$ cat config.mk
export PLATFORM = sky130hd
export DESIGN_NAME = out_line_controller_flat
export DESIGN_NICKNAME = d
export VERILOG_FILES = /design/src/rtl/lenet_pkg.sv /design/src/rtl/out_line_controller_if.sv /design/src/rtl/pool_line_buf.sv /design/src/rtl/out_line_controller.sv /design/src/flat_wrapper.sv
export SDC_FILE = /design/constraint.sdc
export NUM_CORES = 1
export LEC_CHECK = 0
export ABC_AREA = 1
export CAP_MARGIN = 20
export CORE_MARGIN = 2
export CORE_UTILIZATION = 25
export DETAILED_ROUTE_END_ITERATION = 6
export HOLD_SLACK_MARGIN = 0.15
export PLACE_DENSITY = 0.48
export SLEW_MARGIN = 20
export SYNTH_ARGS = -nofsm -noshare
export SYNTH_HDL_FRONTEND = slang
export SYNTH_SLANG_ARGS = --single-unit
$ cat constraint.sdc
create_clock -name clk -period 3.97 [get_ports clk]
set_input_delay 0.794 -clock clk [delete_from_list [all_inputs] [get_ports clk]]
set_output_delay 0.794 -clock clk [all_outputs]
set_load 0.05 [all_outputs]
$ cat src/rtl/lenet_pkg.sv
// lenet_pkg: shared types, dimensions and helpers for the LeNet line controllers.
package lenet_pkg;

  localparam int DATA_W = 8;
  localparam int FM_IN  = 28;
  localparam int FM_OUT = 14;

  typedef enum logic [3:0] {
    IDLE     = 4'd0,
    EVEN_ROW = 4'd1,
    ODD_ROW  = 4'd2,
    FINISH   = 4'd4
  } state_e;

  function automatic logic signed [DATA_W-1:0] smax(
    input logic signed [DATA_W-1:0] a,
    input logic signed [DATA_W-1:0] b
  );
    return (a > b) ? a : b;
  endfunction

endpackage

$ cat src/rtl/out_line_controller_if.sv
// out_line_controller_if: conv result stream in, pooled stream out.
interface out_line_controller_if #(
  parameter int DATA_W = lenet_pkg::DATA_W
);

  logic                     i_conv_valid;
  logic                     o_conv_ready;
  logic                     i_conv_row_start;
  logic                     i_conv_row_end;
  logic signed [DATA_W-1:0] i_conv_data;
  logic                     o_pool_valid;
  logic                     i_pool_ready;
  logic signed [DATA_W-1:0] o_pool_data;
  logic                     o_pool_row_end;

  modport master (
    output i_conv_valid, i_conv_row_start,
    output i_conv_row_end, i_conv_data,
    output i_pool_ready,
    input  o_conv_ready, o_pool_valid,
    input  o_pool_data, o_pool_row_end
  );

  modport slave (
    input  i_conv_valid, i_conv_row_start,
    input  i_conv_row_end, i_conv_data,
    input  i_pool_ready,
    output o_conv_ready, o_pool_valid,
    output o_pool_data, o_pool_row_end
  );

endinterface

$ cat src/rtl/pool_line_buf.sv
// pool_line_buf: half-width line of pair maxima, one write and one registered read.
module pool_line_buf #(
  parameter int DEPTH  = 14,
  parameter int DATA_W = 8,
  parameter int AW     = $clog2(DEPTH)
) (
  input  logic                     clk,
  input  logic                     we,
  input  logic [AW-1:0]            waddr,
  input  logic signed [DATA_W-1:0] wdata,
  input  logic [AW-1:0]            raddr,
  output logic signed [DATA_W-1:0] rdata
);

  logic signed [DATA_W-1:0] mem [DEPTH];

  always_ff @(posedge clk) begin
    if (we) mem[waddr] <= wdata;
    rdata <= mem[raddr];
  end

endmodule

$ cat src/rtl/out_line_controller.sv
// out_line_controller: 2x2 stride-2 max pooling of the conv result stream.
// Define OUT_LINE_RELU_EN to clamp every accepted sample at zero first.
module out_line_controller #(
  parameter int IN_W   = 28,
  parameter int IN_H   = 28,
  parameter int DATA_W = lenet_pkg::DATA_W
) (
  input  logic        clk,
  input  logic        reset,
  input  logic        i_start,
  output logic        o_done,
  out_line_controller_if.slave bus,
  output logic        o_err,
  output logic [3:0]  o_current_state,
  output logic [4:0]  o_in_col,
  output logic [4:0]  o_in_row
);

  import lenet_pkg::*;

  localparam int AW = $clog2(IN_W / 2);
  localparam logic [4:0] COL_LAST = 5'(IN_W - 1);
  localparam logic [4:0] ROW_LAST = 5'(IN_H - 1);

  typedef logic signed [DATA_W-1:0] smp_t;

  state_e     state_q, state_d;
  logic [4:0] col_q, col_d;
  logic [4:0] row_q, row_d;
  smp_t       pair_q, pair_d;
  smp_t       pool_q, pool_d;
  logic       pv_q, pv_d;
  logic       pre_q, pre_d;
  logic       err_q, err_d;
  logic       done_q, done_d;

  smp_t x, pmax, lb_rdata;
  logic accept, col_last, lb_we, load;

  always_comb begin
`ifdef OUT_LINE_RELU_EN
    x = smax(bus.i_conv_data, '0);
`else
    x = bus.i_conv_data;
`endif
  end

  assign bus.o_conv_ready =
    (state_q == EVEN_ROW) ||
    (state_q == ODD_ROW && (!pv_q || bus.i_pool_ready));

  assign accept   = bus.i_conv_valid && bus.o_conv_ready;
  assign col_last = (col_q == COL_LAST);
  assign pmax     = smax(pair_q, x);
  assign lb_we    = accept && state_q == EVEN_ROW && col_q[0];
  assign load     = accept && state_q == ODD_ROW && col_q[0];

  // Read address follows the column counter, so the entry is
  // already registered by the time the odd column arrives.
  pool_line_buf #(
    .DEPTH  (IN_W / 2),
    .DATA_W (DATA_W)
  ) u_line_buf (
    .clk   (clk),
    .we    (lb_we),
    .waddr (col_q[AW:1]),
    .wdata (pmax),
    .raddr (col_q[AW:1]),
    .rdata (lb_rdata)
  );

  always_comb begin
    state_d = state_q;
    col_d   = col_q;
    row_d   = row_q;
    pair_d  = pair_q;
    pool_d  = pool_q;
    pv_d    = pv_q;
    pre_d   = pre_q;
    err_d   = err_q;
    done_d  = 1'b0;
    if (pv_q && bus.i_pool_ready) begin
      pv_d   = 1'b0;
      pool_d = '0;
      pre_d  = 1'b0;
    end
    if (load) begin
      pv_d   = 1'b1;
      pool_d = smax(lb_rdata, pmax);
      pre_d  = col_last;
    end
    if (accept) begin
      if (!col_q[0]) pair_d = x;
      if (bus.i_conv_row_start != (col_q == 5'd0) ||
          bus.i_conv_row_end != col_last)
        err_d = 1'b1;
      col_d = col_last ? 5'd0 : col_q + 5'd1;
      if (col_last)
        row_d = (row_q == ROW_LAST) ? 5'd0 : row_q + 5'd1;
    end
    unique case (state_q)
      IDLE: if (i_start) begin
        state_d = EVEN_ROW;
        col_d   = '0;
        row_d   = '0;
      end
      EVEN_ROW: if (accept && col_last) state_d = ODD_ROW;
      ODD_ROW: if (accept && col_last)
        state_d = (row_q == ROW_LAST) ? FINISH : EVEN_ROW;
      FINISH: if (!pv_q || bus.i_pool_ready) begin
        state_d = IDLE;
        done_d  = 1'b1;
      end
      default: state_d = IDLE;
    endcase
  end

  always_ff @(posedge clk) begin
    if (reset) begin
      state_q <= IDLE;
      col_q   <= '0;
      row_q   <= '0;
      pair_q  <= '0;
      pool_q  <= '0;
      pv_q    <= 1'b0;
      pre_q   <= 1'b0;
      err_q   <= 1'b0;
      done_q  <= 1'b0;
    end else begin
      state_q <= state_d;
      col_q   <= col_d;
      row_q   <= row_d;
      pair_q  <= pair_d;
      pool_q  <= pool_d;
      pv_q    <= pv_d;
      pre_q   <= pre_d;
      err_q   <= err_d;
      done_q  <= done_d;
    end
  end

  assign bus.o_pool_valid   = pv_q;
  assign bus.o_pool_data    = pool_q;
  assign bus.o_pool_row_end = pre_q;
  assign o_done             = done_q;
  assign o_err              = err_q;
  assign o_current_state    = state_q;
  assign o_in_col           = col_q;
  assign o_in_row           = row_q;

endmodule

$ cat src/flat_wrapper.sv
// flat-port wrapper written by rule: the top's interface ports become plain ports
module out_line_controller_flat import lenet_pkg::*;
#(
  parameter int IN_W   = 28,
  parameter int IN_H   = 28,
  parameter int DATA_W = lenet_pkg::DATA_W
)
  (clk, reset, i_start, o_done, o_err, o_current_state, o_in_col, o_in_row, bus_i_conv_valid, bus_i_conv_row_start, bus_i_conv_row_end, bus_i_conv_data, bus_i_pool_ready, bus_o_conv_ready, bus_o_pool_valid, bus_o_pool_data, bus_o_pool_row_end);
  out_line_controller_if #(.DATA_W(DATA_W)) bus_i ();
  input  logic clk;
  input  logic reset;
  input  logic i_start;
  output logic o_done;
  output logic o_err;
  output logic [3:0] o_current_state;
  output logic [4:0] o_in_col;
  output logic [4:0] o_in_row;
  input wire logic [$bits(bus_i.i_conv_valid)-1:0] bus_i_conv_valid;
  input wire logic [$bits(bus_i.i_conv_row_start)-1:0] bus_i_conv_row_start;
  input wire logic [$bits(bus_i.i_conv_row_end)-1:0] bus_i_conv_row_end;
  input wire logic [$bits(bus_i.i_conv_data)-1:0] bus_i_conv_data;
  input wire logic [$bits(bus_i.i_pool_ready)-1:0] bus_i_pool_ready;
  output wire logic [$bits(bus_i.o_conv_ready)-1:0] bus_o_conv_ready;
  output wire logic [$bits(bus_i.o_pool_valid)-1:0] bus_o_pool_valid;
  output wire logic [$bits(bus_i.o_pool_data)-1:0] bus_o_pool_data;
  output wire logic [$bits(bus_i.o_pool_row_end)-1:0] bus_o_pool_row_end;
  assign bus_i.i_conv_valid = bus_i_conv_valid;
  assign bus_i.i_conv_row_start = bus_i_conv_row_start;
  assign bus_i.i_conv_row_end = bus_i_conv_row_end;
  assign bus_i.i_conv_data = bus_i_conv_data;
  assign bus_i.i_pool_ready = bus_i_pool_ready;
  assign bus_o_conv_ready = bus_i.o_conv_ready;
  assign bus_o_pool_valid = bus_i.o_pool_valid;
  assign bus_o_pool_data = bus_i.o_pool_data;
  assign bus_o_pool_row_end = bus_i.o_pool_row_end;
  out_line_controller #(.IN_W(IN_W), .IN_H(IN_H), .DATA_W(DATA_W)) u_core (.clk(clk), .reset(reset), .i_start(i_start), .o_done(o_done), .bus(bus_i), .o_err(o_err), .o_current_state(o_current_state), .o_in_col(o_in_col), .o_in_row(o_in_row));
endmodule
==> reports/results.tsv <==
metric	value	unit
cts-resized-gates	0	
ant_nets	0	
ys_warn_count	0	
syn_area_per_cell	11.12	sq um
holdPathEnd	u_core.bus.o_pool_row_end	
final-setup-viol-count	0	
post_synthesis_sequential_element_count	153	
cp-end-kind	register	
overflow	0	
leading_post_synthesis_cells_by_cell_area	sky130_fd_sc_hd__edfxtp_1, sky130_fd_sc_hd__dfxtp_1, sky130_fd_sc_hd__a22oi_1, sky130_fd_sc_hd__a21oi_1, sky130_fd_sc_hd__nand2_1	
synth_area_leader_cell	sky130_fd_sc_hd__edfxtp_1	
clock_skew	0.007657	ns
syn_nets	619	
run_status	complete, no violations	
yosys.cell_types.count	38	
crit-reg2reg-launch	u_core.pair_q[5]	
cp_data_required_time	4.28	ns
post-place-cells	964	
critical_path_peak_fanout	11	
clock_insertion_delay_worst_skew	0.43	ns
power.density	589.3	nW/um^2
ys_async_sr_fraction	0	%
routabilityCongestion	0.7803	
setup.worst_path.start_class	input port	
htree_num_levels	4	
ctsLongestPathBuffers	2	
worstHoldStart	u_core.bus.o_pool_row_end	
cpMostUsedCell	sky130_fd_sc_hd__nand2_1	
hpwl	11030	um
critical_path_launch_point	bus_i_conv_data[1]	
finalCriticalPeriod	3.531	ns
final_nets	680	
synth-edff-count	112	
ff2ff_path_depth	18	
pin_count_of_the_biggest_net_entering_global_routing	27	
cts_hold_repair.buffers	0	
clock_tree_from_tritoncts	yes	
antennaDiodeCount	0	
drv_cap	0	
layout.cells.non_filler	995	
finalCritPeriodShare	88.95	%
row_count	59	
post-synth-top-count-cell	sky130_fd_sc_hd__edfxtp_1	
cts.sinks	153	
drcViolationCount	0	
min_path_cells	2	
buffer_ports.inserted	40	
worst_setup_hold_path_clk_slew	0.06	ns
synth.yosys.seq_area_share	64.07	%
ys_top_cells_by_count	sky130_fd_sc_hd__edfxtp_1, sky130_fd_sc_hd__nand2_1, sky130_fd_sc_hd__nor2_1, sky130_fd_sc_hd__inv_1, sky130_fd_sc_hd__a21oi_1	
top_level_ports	42	
hold_violations	0	
slowest_delay	0.48	ns
cts-buffers-inserted	17	
grtUsageTotal	12.15	%
worst_ir_drop_on_vdd	346.2	uV
tns	0	ns
detail_route.wirelength	16290	um
rsz_0062_raised_after_global_routing	no	
initial_util	25.27	%
ys.flop_type	sky130_fd_sc_hd__edfxtp_1	
drt_pre_antenna_iters	5	
antenna_found_initial	0	
crit_chain	clkdlybuf4s50_1 > inv_1 > ha_1 > nand2_1 > nand2_1 > nand2_1 > nand2_1 > nand2_1 > nand2_2 > nand2_4 > nand3_4 > nand2_1 > o21ai_0 > ha_1 > nand2_1 > nor2_1 > nand3_1 > nand3b_2 > nand2_4 > nand2_1 > nand3_1 > a21oi_1	
dieWidth	165.6	um
design.core.area	25840	sq um
slew_violations	0	
dieArea	27430	sq um
final.fill_count	2638	
first_global_vias	4363	
post_drt_via_cell_ratio	4.460	
die_h	165.6	um
arrival	3.84	ns
setup.worst_path.class	input port to register	
critical_path.reg2reg.endpoint	u_core.bus.o_pool_data[1]	
power.static_leakage	2.869	nW
cts_root_buffer	sky130_fd_sc_hd__clkbuf_16	
post-synth-top-area-fraction	51.50	%
cp_max_stage_cell	sky130_fd_sc_hd__clkdlybuf4s50_1	
drt-initial-drc-count	264	
max_clock_freq	0.2832	GHz
grt_first_pass_wirelength	25540	um
r2r_setup_slack	1.04	ns
number_of_vias_after_detailed_routing	4438	
cts_post_setup_buffers_inserted	0	
wire_per_inst	16.38	um
area.growth.synth_to_final	22.82	%
hold_class	register to register	
syn-instance-count	587	
mapped_area	6530	sq um
total_power_consumption	0.004726	W
slew_at_the_pin_closest_to_its_max_slew_limit	0.8838	ns
slew_headroom	40.72	%
layout-drive-gt1-share	12.27	%
-- routing by layer --
metal | global-route usage (%) | wire [um] | up-vias
met1 | 17.45 | 8007 | 2120
li1 | - | - | 2206
met3 | 3.345 | 848 | 12
met5 | 0 | 0 | -
met2 | 18.20 | 7325 | 100
met4 | 2.836 | 112 | 0
-- cell usage in the layout, fill, tap and decap left out, types with 3 or more instances in the layout --
cell type	n
sky130_fd_sc_hd__buf_4	20
sky130_fd_sc_hd__clkdlybuf4s50_1	40
sky130_fd_sc_hd__clkinvlp_4	3
sky130_fd_sc_hd__nor2_1	61
sky130_fd_sc_hd__xnor2_1	3
sky130_fd_sc_hd__nand2_4	3
sky130_fd_sc_hd__o21ai_1	5
sky130_fd_sc_hd__or4_1	8
sky130_fd_sc_hd__o21ai_0	13
sky130_fd_sc_hd__nor3_1	11
sky130_fd_sc_hd__a22oi_1	51
sky130_fd_sc_hd__nand2_2	10
sky130_fd_sc_hd__a21oi_1	53
sky130_fd_sc_hd__nand2_1	62
sky130_fd_sc_hd__bufinv_16	3
sky130_fd_sc_hd__clkbuf_16	17
sky130_fd_sc_hd__nand4_1	6
sky130_fd_sc_hd__inv_2	4
sky130_fd_sc_hd__ha_1	17
sky130_fd_sc_hd__dfxtp_1	41
sky130_fd_sc_hd__nor2_2	5
sky130_fd_sc_hd__edfxtp_1	112
sky130_fd_sc_hd__o21bai_1	3
sky130_fd_sc_hd__inv_1	60
sky130_fd_sc_hd__nand3_1	25
sky130_fd_sc_hd__clkinv_4	3
-- registers in the layout, indices dropped and copies added, names as in the netlist --
signal / count
u_core.u_line_buf.mem: 112
u_core.o_in_row: 5
u_core.o_in_col: 5
u_core.o_err: 1
u_core.o_current_state: 3
u_core.o_done: 1
u_core.bus.o_pool_valid: 1
u_core.bus.o_pool_row_end: 1
u_core.bus.o_pool_data: 8
u_core.u_line_buf.rdata: 8
u_core.pair_q: 8
-- per-stage QoR --
step | area, sq um | hold WS (ns) | setup WS, ns | utilization [%]
finish | 8020 | 0.4707 | 0.4386 | 31.04
global route | 8020 | 0.4926 | 0.08619 | 31.04
CTS | 8020 | 0.4736 | 0.4075 | 31.04
detailed placement | 7420 | 0.4627 | -0.02565 | 28.72
global placement | 7420 | 0.4533 | -0.01417 | 28.72
floorplan | 6530 | 0.4427 | 0.1385 | -
-- how the worst max path moves through the flow --
| stage | slack, ns | end | depth (start not counted) |
|---|---|---|---|
| after floorplan | 0.14 | u_core.bus.o_pool_data[7] | 21 |
| after global placement | -0.01 | u_core.bus.o_pool_data[1] | 20 |
| after detailed placement | -0.03 | u_core.bus.o_pool_data[1] | 22 |
| after CTS | 0.41 | u_core.bus.o_pool_data[3] | 22 |
| after global routing | 0.09 | u_core.bus.o_pool_data[4] | 22 |
| final | 0.44 | u_core.bus.o_pool_data[1] | 22 |
-- report_power, final --
group | total, W | leakage [nW] | internal (W) | switching [W]
Clock | 0.00166 | 0.283 | 0.000993 | 0.000666
Combinational | 0.00110 | 1.24 | 0.000334 | 0.000770
Sequential | 0.00196 | 1.35 | 0.00192 | 0.0000417
-- cell type report --
type                       count  area (sq um)  area share [%]
clock buffer                  18         429.2           5.351
clock inverter                13         171.4           2.137
inverter                      65         244.0           3.042
multi-input combinational    351          2022           25.21
sequential                   153          4184           52.17
tap                          335         419.2           5.226
timing repair buffer          60         550.5           6.864
-- critical path, delay by kind of cell --
family / cells / cell delay, ns
AO/OA/AOI/OAI: 2 / 0.22
adder cells (fa/ha/maj): 2 / 0.66
buffers and inverters: 2 / 0.56
AND/OR/NAND/NOR: 16 / 1.59
-- cell families (layout without fill, tap and decap cells) --
group	count (synthesis)	count (layout)	synth area share (%)
AO/OA/AOI/OAI	130	130	12.26
flip-flops	153	153	64.07
adder cells (fa/ha/maj)	17	17	3.257
AND/OR/NAND/NOR	199	199	14.81
other	1	1	0.05743
buffers and inverters	83	156	5.001
XOR/XNOR	4	4	0.5366
Power figures use the tool's default switching activity.
